===== config.mk =====
export PLATFORM = sky130hd
export DESIGN_NAME = iserdes_align_ctrl
export DESIGN_NICKNAME = d
export VERILOG_FILES = /design/src/rtl/iserdes_align_ctrl.sv
export SDC_FILE = /design/constraint.sdc
export NUM_CORES = 1
export LEC_CHECK = 0
export ABC_AREA = 1
export CORE_MARGIN = 2
export CORE_UTILIZATION = 26
export CTS_BUF_LIST = sky130_fd_sc_hd__clkbuf_4
export DETAILED_ROUTE_END_ITERATION = 6
export HOLD_SLACK_MARGIN = 0.03
export PLACE_DENSITY = 0.43
export SYNTH_ARGS = -nofsm -noshare
export SYNTH_HDL_FRONTEND = slang
export SYNTH_SLANG_ARGS = --single-unit

===== constraint.sdc =====
create_clock -name clk_i -period 4.55 [get_ports clk_i]
set_clock_uncertainty 0.2 [all_clocks]
set_input_delay 0.6825 -clock clk_i [delete_from_list [all_inputs] [get_ports clk_i]]
set_output_delay 0.6825 -clock clk_i [all_outputs]
set_load 0.02 [all_outputs]

===== src/rtl/iserdes_align_ctrl.sv =====
//------------------------------------------------------------------------------
// Module      : iserdes_align_ctrl
// Description : Word-alignment controller for a deserializer using a training
//               word, with either hardware bitslip or internal rotation.
// Revision    : 1.0 - initial release
//------------------------------------------------------------------------------
`default_nettype none

module iserdes_align_ctrl #(
    parameter int          C_DATA_WIDTH    = 8,
    parameter logic [7:0]  C_TRAIN_PATTERN = 8'h5C,
    parameter string       C_SLIP_MODE     = "HW",
    parameter int          C_WAIT_CYCLES   = 4,
    parameter int          C_LOCK_CNT      = 16,
    parameter int          C_LOSE_CNT      = 4
) (
    input  logic       clk_i,
    input  logic       rstn_i,
    input  logic       start_i,
    input  logic [7:0] data_i,
    output logic       bitslip_o,
    output logic [7:0] data_o,
    output logic       data_vld_o,
    output logic       locked_o,
    output logic       fail_o,
    output logic [3:0] slip_cnt_o
);

    localparam int                C_W         = C_DATA_WIDTH;
    localparam int                C_RW        = (C_W > 4) ? 3 : 2;
    localparam bit                C_SOFT      = (C_SLIP_MODE == "SOFT");
    localparam logic [C_W-1:0]    C_PAT       = C_TRAIN_PATTERN[C_W-1:0];
    localparam logic [3:0]        C_LAST_SLIP = 4'(C_W - 1);
    localparam logic [7:0]        C_LOCK_LAST = 8'(C_LOCK_CNT - 1);
    localparam logic [3:0]        C_LOSE_LAST = 4'(C_LOSE_CNT - 1);
    localparam logic [3:0]        C_WAIT_LAST = 4'(C_WAIT_CYCLES - 1);
    localparam logic [C_RW-1:0]   C_ROT_LAST  = C_RW'(C_W - 1);

    typedef enum logic [2:0] {
        S_IDLE   = 3'd0,
        S_CHECK  = 3'd1,
        S_SLIP   = 3'd2,
        S_WAIT   = 3'd3,
        S_LOCKED = 3'd4,
        S_FAIL   = 3'd5
    } state_t;

    state_t          r_state;
    logic [C_W-1:0]  r_prev;
    logic [C_RW-1:0] r_rot;
    logic [7:0]      r_match_cnt;
    logic [3:0]      r_miss_cnt;
    logic [3:0]      r_wait_cnt;

    logic [2*C_W-1:0] w_window;
    logic [C_W-1:0]   w_aligned;
    logic             w_match;

    // Soft mode picks a W-bit window spanning the current and previous words.
    assign w_window  = {data_i[C_W-1:0], r_prev};
    assign w_aligned = C_SOFT ? w_window[r_rot +: C_W] : data_i[C_W-1:0];
    assign w_match   = (w_aligned == C_PAT);

    always_ff @(posedge clk_i or negedge rstn_i) begin
        if (!rstn_i) begin
            r_state     <= S_IDLE;
            r_prev      <= '0;
            r_rot       <= '0;
            r_match_cnt <= '0;
            r_miss_cnt  <= '0;
            r_wait_cnt  <= '0;
            bitslip_o   <= 1'b0;
            data_o      <= '0;
            data_vld_o  <= 1'b0;
            locked_o    <= 1'b0;
            fail_o      <= 1'b0;
            slip_cnt_o  <= '0;
        end else begin
            r_prev    <= data_i[C_W-1:0];
            data_o    <= 8'(w_aligned);
            bitslip_o <= 1'b0;
            if (start_i) begin
                r_state     <= S_CHECK;
                r_rot       <= '0;
                r_match_cnt <= '0;
                r_miss_cnt  <= '0;
                r_wait_cnt  <= '0;
                slip_cnt_o  <= '0;
                fail_o      <= 1'b0;
                locked_o    <= 1'b0;
                data_vld_o  <= 1'b0;
            end else begin
                case (r_state)
                    S_CHECK: begin
                        if (w_match) begin
                            if (r_match_cnt != 8'hFF)
                                r_match_cnt <= r_match_cnt + 8'd1;
                            if (r_match_cnt >= C_LOCK_LAST) begin
                                r_state    <= S_LOCKED;
                                r_miss_cnt <= '0;
                                locked_o   <= 1'b1;
                                data_vld_o <= 1'b1;
                            end
                        end else begin
                            r_match_cnt <= '0;
                            if (slip_cnt_o == C_LAST_SLIP) begin
                                r_state <= S_FAIL;
                                fail_o  <= 1'b1;
                            end else begin
                                r_state   <= S_SLIP;
                                bitslip_o <= ~C_SOFT;
                            end
                        end
                    end
                    S_SLIP: begin
                        if (slip_cnt_o != 4'hF)
                            slip_cnt_o <= slip_cnt_o + 4'd1;
                        if (C_SOFT)
                            r_rot <= (r_rot == C_ROT_LAST) ? '0 : r_rot + C_RW'(1);
                        r_wait_cnt <= '0;
                        r_state    <= S_WAIT;
                    end
                    S_WAIT: begin
                        if (r_wait_cnt >= C_WAIT_LAST) begin
                            r_state     <= S_CHECK;
                            r_match_cnt <= '0;
                            r_wait_cnt  <= '0;
                        end else begin
                            r_wait_cnt  <= r_wait_cnt + 4'd1;
                        end
                    end
                    S_LOCKED: begin
                        if (w_match) begin
                            r_miss_cnt <= '0;
                        end else if (r_miss_cnt >= C_LOSE_LAST) begin
                            // Re-search from the current rotation rather than from zero.
                            r_state     <= S_CHECK;
                            r_miss_cnt  <= '0;
                            r_match_cnt <= '0;
                            slip_cnt_o  <= '0;
                            locked_o    <= 1'b0;
                            data_vld_o  <= 1'b0;
                        end else begin
                            r_miss_cnt <= r_miss_cnt + 4'd1;
                        end
                    end
                    default: begin
                        r_state <= r_state;
                    end
                endcase
            end
        end
    end

endmodule

`default_nettype wire


* Word-level counts from Yosys, hierarchy flattened
Index checks and enable logic that the tools add are counted.
Widths: inputs -> output; s select.
** Word-level totals
- Register bits :: 34
- Word-level logic and storage cells :: 89
- Input bits :: 11
** Cells by class
- Add/subtract/negate cells :: 4
- Reduce and logical (&&, ||, !) cells :: 13
- Mux-type cells :: 43
- Magnitude comparators :: 3
- Eq/ne operators :: 17
** Operator list (count)
- $mux 8 :: 6
- $mux 4 :: 11
- $pmux 4 s2 :: 3
- $pmux 8 s3 :: 1
- $mux 3 :: 7
- $ne 3x3->1 const B :: 6
- $reduce_and 5->1 :: 3
- $mux 1 :: 13
- $add 4x1->4 const B :: 3
- $ne 4x4->1 const B :: 3
- $pmux 3 s4 :: 1
- $reduce_bool 3->1 :: 3
- $add 8x1->8 const B :: 1
- $eq 8x7->1 const B :: 1
- $ge 4x2->1 const B :: 2
- $ge 8x4->1 const B :: 1
- $ne 8x8->1 const B :: 1
- $eq 3x2->1 const B :: 2
- $reduce_and 3->1 :: 2
- $reduce_bool 5->1 :: 1
- $eq 4x3->1 const B :: 1
- $reduce_and 4->1 :: 1
- $reduce_bool 2->1 :: 2
- $reduce_bool 4->1 :: 1
- 4 further kinds :: 4

* Logic depth before layout (Yosys ltp)
- Depth after elaboration :: 5
- Gate-level depth with buffers :: 10
- Gate-level depth less buffers :: 10

* Least setup slack after synthesis
No wires, ideal clock.
- Path kind :: input-to-reg
- Start point :: input port data_i[7]
- End point :: register r_miss_cnt[0]
- Required time :: 4233 ps
- Setup time :: 117 ps
- Data arrival time :: 1407 ps
- Path slack :: 2826 ps
- Stages on the path :: 10
- Cell sequence :: inv_1 > nand2_1 > nor2_1 > nand2_1 > nand2_1 > nand2_1 > nor2_2 > inv_1 > nand2_1 > nand2_1
** On the way
- Cells in the longest elaborated chain, start to end :: 4
** Ends and longest elaborated chain
- start: declaration :: RTL line 20 : input logic [7:0] data_i,
- $eq 8x7->1 * :: RTL line 62 : assign w_match = (w_aligned == C_PAT);
- $mux 4 :: RTL line 133 : if (w_match) begin
- $pmux 4 s2 :: RTL line 93 : case (r_state)
- $mux 4 :: RTL line 82 : if (start_i) begin
- end signal: assignment :: RTL line 144 : r_miss_cnt <= r_miss_cnt + 4'd1;
- end: declaration :: RTL line 52 : logic [3:0] r_miss_cnt;
Mark *: on every way between the ends. The rest lies on a longest branch, timed or not.
A chain may end at the register's enable or synchronous reset.

* Worst setup path in the final report
- Start point :: input port start_i
- End point :: register r_match_cnt[7]
** On the way
- Cells in the longest elaborated chain, start to end :: 2
** Ends and longest elaborated chain
- start: declaration :: RTL line 19 : input logic start_i,
- $ne 4x4->1 (no source line) (tied with other cells)
- $reduce_and 5->1 (no source line)
- end signal: assignment :: RTL line 97 : r_match_cnt <= r_match_cnt + 8'd1;
- end: declaration :: RTL line 51 : logic [7:0] r_match_cnt;
Several ways; a longest one is shown, not always the timed one.

==> results.toml <==
[synthesis]
synth_cells = 266
ys_seq_area_share_pct = 44.7
syn-num-nets = 281
syn_area_per_cell_um2 = 7.15
yosys_warnings = 0
synth_cell_types = 26
syn_area_um2 = 1900
synth_seq_cells = 34

[critical_path]
cpLargestDelayFamily = "buffers and inverters"
crit_cells = 8
worstReg2RegStart = "r_state[0]"
path_max_fanout = 13
ff2ff_setup_slack_ns = 2.85
slowest_stage = "clkdlybuf4s50_1"
path_class = "in2reg"
reg2reg_depth = 8
critPathArrivalTime_ns = 2.44
path_buf_inv = 3
crit_start = "start_i"
start_kind = "input pin"
slowest_delay_ns = 0.86
end_kind = "register"
crit_top_cell = "nand2_1"
crit_end = "r_match_cnt[7]"
worstPathCellList = "clkdlybuf4s50_1 -> inv_2 -> nand3_1 -> inv_1 -> nand2_1 -> nand3_2 -> nand2_1 -> nand2_1"
r2r_end = "slip_cnt_o[3]"
required_ns = 4.58

[die]
die_area_um2 = 8020
die_y_um = 89.6
coreArea_um2 = 7180
ios = 27
row_count = 31
initial_core_util_pct = 26.5
fp.dieW_um = 89.6

[global_route]
grt-ovfl-total = 0
grt_max_degree = 35
track_usage_pct = 12.1
antenna_found_initial = 0
grt_pass1_wl_um = 7480
grt_pass1_vias = 1596

[final_layout]
final_cell_mix = "nand2_1, nor2_1, dfrtp_1"
multiInputGateArea_um2 = 911
insertedDiodeCount = 0
final_common_cell = "nand2_1"
final_cells = 395
seq_area_um2 = 851
syn_to_final_growth_pct = 22.7
fill_cells = 779
drive_gt1_share_pct = 8.11
final_nets = 310

[clocking]
cts_setup_buffers = 0
cts_tree = "built"
cts.repair.resized = 0
clock_latency_ns = 0.34
cts_hold_buf = 0
cts_buffers = 5
clockBufferDepth = 2
root_buffer = "clkbuf_4"
cts_num_sinks = 34
clkSlewWorstSetupHoldPaths_ns = 0.11
h-tree-depth = 2

[route]
routed_wl_um = 4330
route.detailed.drc = 0
wl_per_cell_um = 11.0
vias_per_cell = 4.19
ant_nets = 0
drt_pass1_iterations = 4
dr.first_iter.drc_count = 82
vias = 1656

[placed_design]
dp_hpwl_um = 3240
dp_cells = 387
gp_congestion = 0.788
port_buffers = 26

[pwr]
peakVddDrop_v = 0.000133
p_sw_share_pct = 37.4
total_power_uw = 919
power_density_nw_per_um2 = 394
switchingPower_uw = 344
comb_power_share_pct = 35.2
clockPowerShare_pct = 23.6
p_leak_uw = 0.00118
seq_power_share_pct = 41.2
internal_power_uw = 575

[sta]
rsz0062_at_grt = "false"
fmax_mhz = 415
relSlewSlack_pct = 49.5
drv_slew = 0
fin_tns_setup_ns = 0
fin_crit_sh_pct = 53.0
setup_viol = 0
worst_pin_slew_ns = 0.758
hold_violations = 0
min_period_ns = 2.41

[run_status]
status = "completed"

[flow_run]
cap_violations = 0

[min_path]
min_path_type = "in2async"
==> metal layers <==
layer  routed length [um]  global-route usage, %
met5                    0                      0
met4                   82                   4.88
met3                  139                   2.77
met1                 2060                   15.6
met2                 2050                   19.5
==> metrics by stage <==
stage	instance area, um^2	utilization (%)	hold slack, ns	setup slack, ns
CTS	2330	32.5	0.229	2.12
floorplan	1900	-	0.187	2.83
finish	2330	32.5	0.202	2.14
global placement	2260	31.5	0.264	1.78
global route	2330	32.5	0.267	1.97
detailed placement	2260	31.5	0.269	1.74
==> final cells by class <==
class                   count  area share, %
flip-flops and latches     34           36.4
clock buffers               5           1.61
clock inverters             3           1.71
well taps                  99           5.31
multi-input cells         197           39.0
repair buffers             26           10.9
inverters                  31           4.98
==> power groups by stage <==
stage | Sequential, uW | Combinational, uW | Clock [uW]
4_1_cts | 379 | 331 | 231
5_1_grt | 386 | 368 | 238
3_3_place_gp | 384 | 331 | 0
2_1_floorplan | 404 | 192 | 0
3_5_place_dp | 385 | 330 | 0
6_report | 379 | 323 | 217
==> how the worst min path moves through the flow <==
| stage | start | endpoint | slack [ns] |
|---|---|---|---|
| after floorplan | rstn_i | bitslip_o | 0.19 |
| after global placement | r_miss_cnt[1] | r_miss_cnt[1] | 0.26 |
| after detailed placement | r_miss_cnt[1] | r_miss_cnt[1] | 0.27 |
| after CTS | rstn_i | r_match_cnt[0] | 0.23 |
| after global routing | rstn_i | r_match_cnt[0] | 0.27 |
| final | rstn_i | r_match_cnt[1] | 0.20 |
==> Yosys cell counts <==
| cell | instances | area share, % |
|---|---|---|
| nand3_1 | 27 | 7.1 |
| mux2i_1 | 1 | 0.53 |
| o21ai_1 | 5 | 1.3 |
| inv_1 | 27 | 5.3 |
| o21bai_1 | 1 | 0.39 |
| dfrtp_1 | 34 | 45 |
| buf_4 | 2 | 0.79 |
| or2_1 | 2 | 0.66 |
| o21ai_0 | 2 | 0.53 |
| xor2_1 | 2 | 0.92 |
| nor2_1 | 41 | 8.1 |
| nor2_2 | 4 | 1.3 |
| nor3_1 | 4 | 1.1 |
| nand3b_1 | 1 | 0.39 |
| nor2_4 | 2 | 1.2 |
| o21a_1 | 1 | 0.39 |
| nand2_2 | 2 | 0.66 |
| ha_1 | 4 | 2.6 |
| inv_2 | 4 | 0.79 |
| nand2_4 | 1 | 0.59 |
| a21oi_1 | 2 | 0.53 |
| nand2_1 | 90 | 18 |
| buf_2 | 2 | 0.53 |
| nand4_1 | 3 | 0.99 |
| nand3_2 | 1 | 0.53 |
| or2_2 | 1 | 0.33 |
==> kinds of logic (layout without fill, tap and decap cells) <==
family	after synthesis	after routing	synth area share, %
compound gates	11	11	3.16
xor+xnor	2	2	0.921
fa+ha+maj	4	4	2.63
buf+inv	35	65	7.43
flops	34	34	44.7
mux	1	1	0.526
simple gates	179	179	40.6
==> state kept, by name (all words and copies together) (netlist names), 3 cells and up <==
register and cells:
r_state 3, slip_cnt_o 4, data_o 8, r_match_cnt 8
r_miss_cnt 4, r_wait_cnt 4
Note: power is estimated with default switching activity, not from simulation.
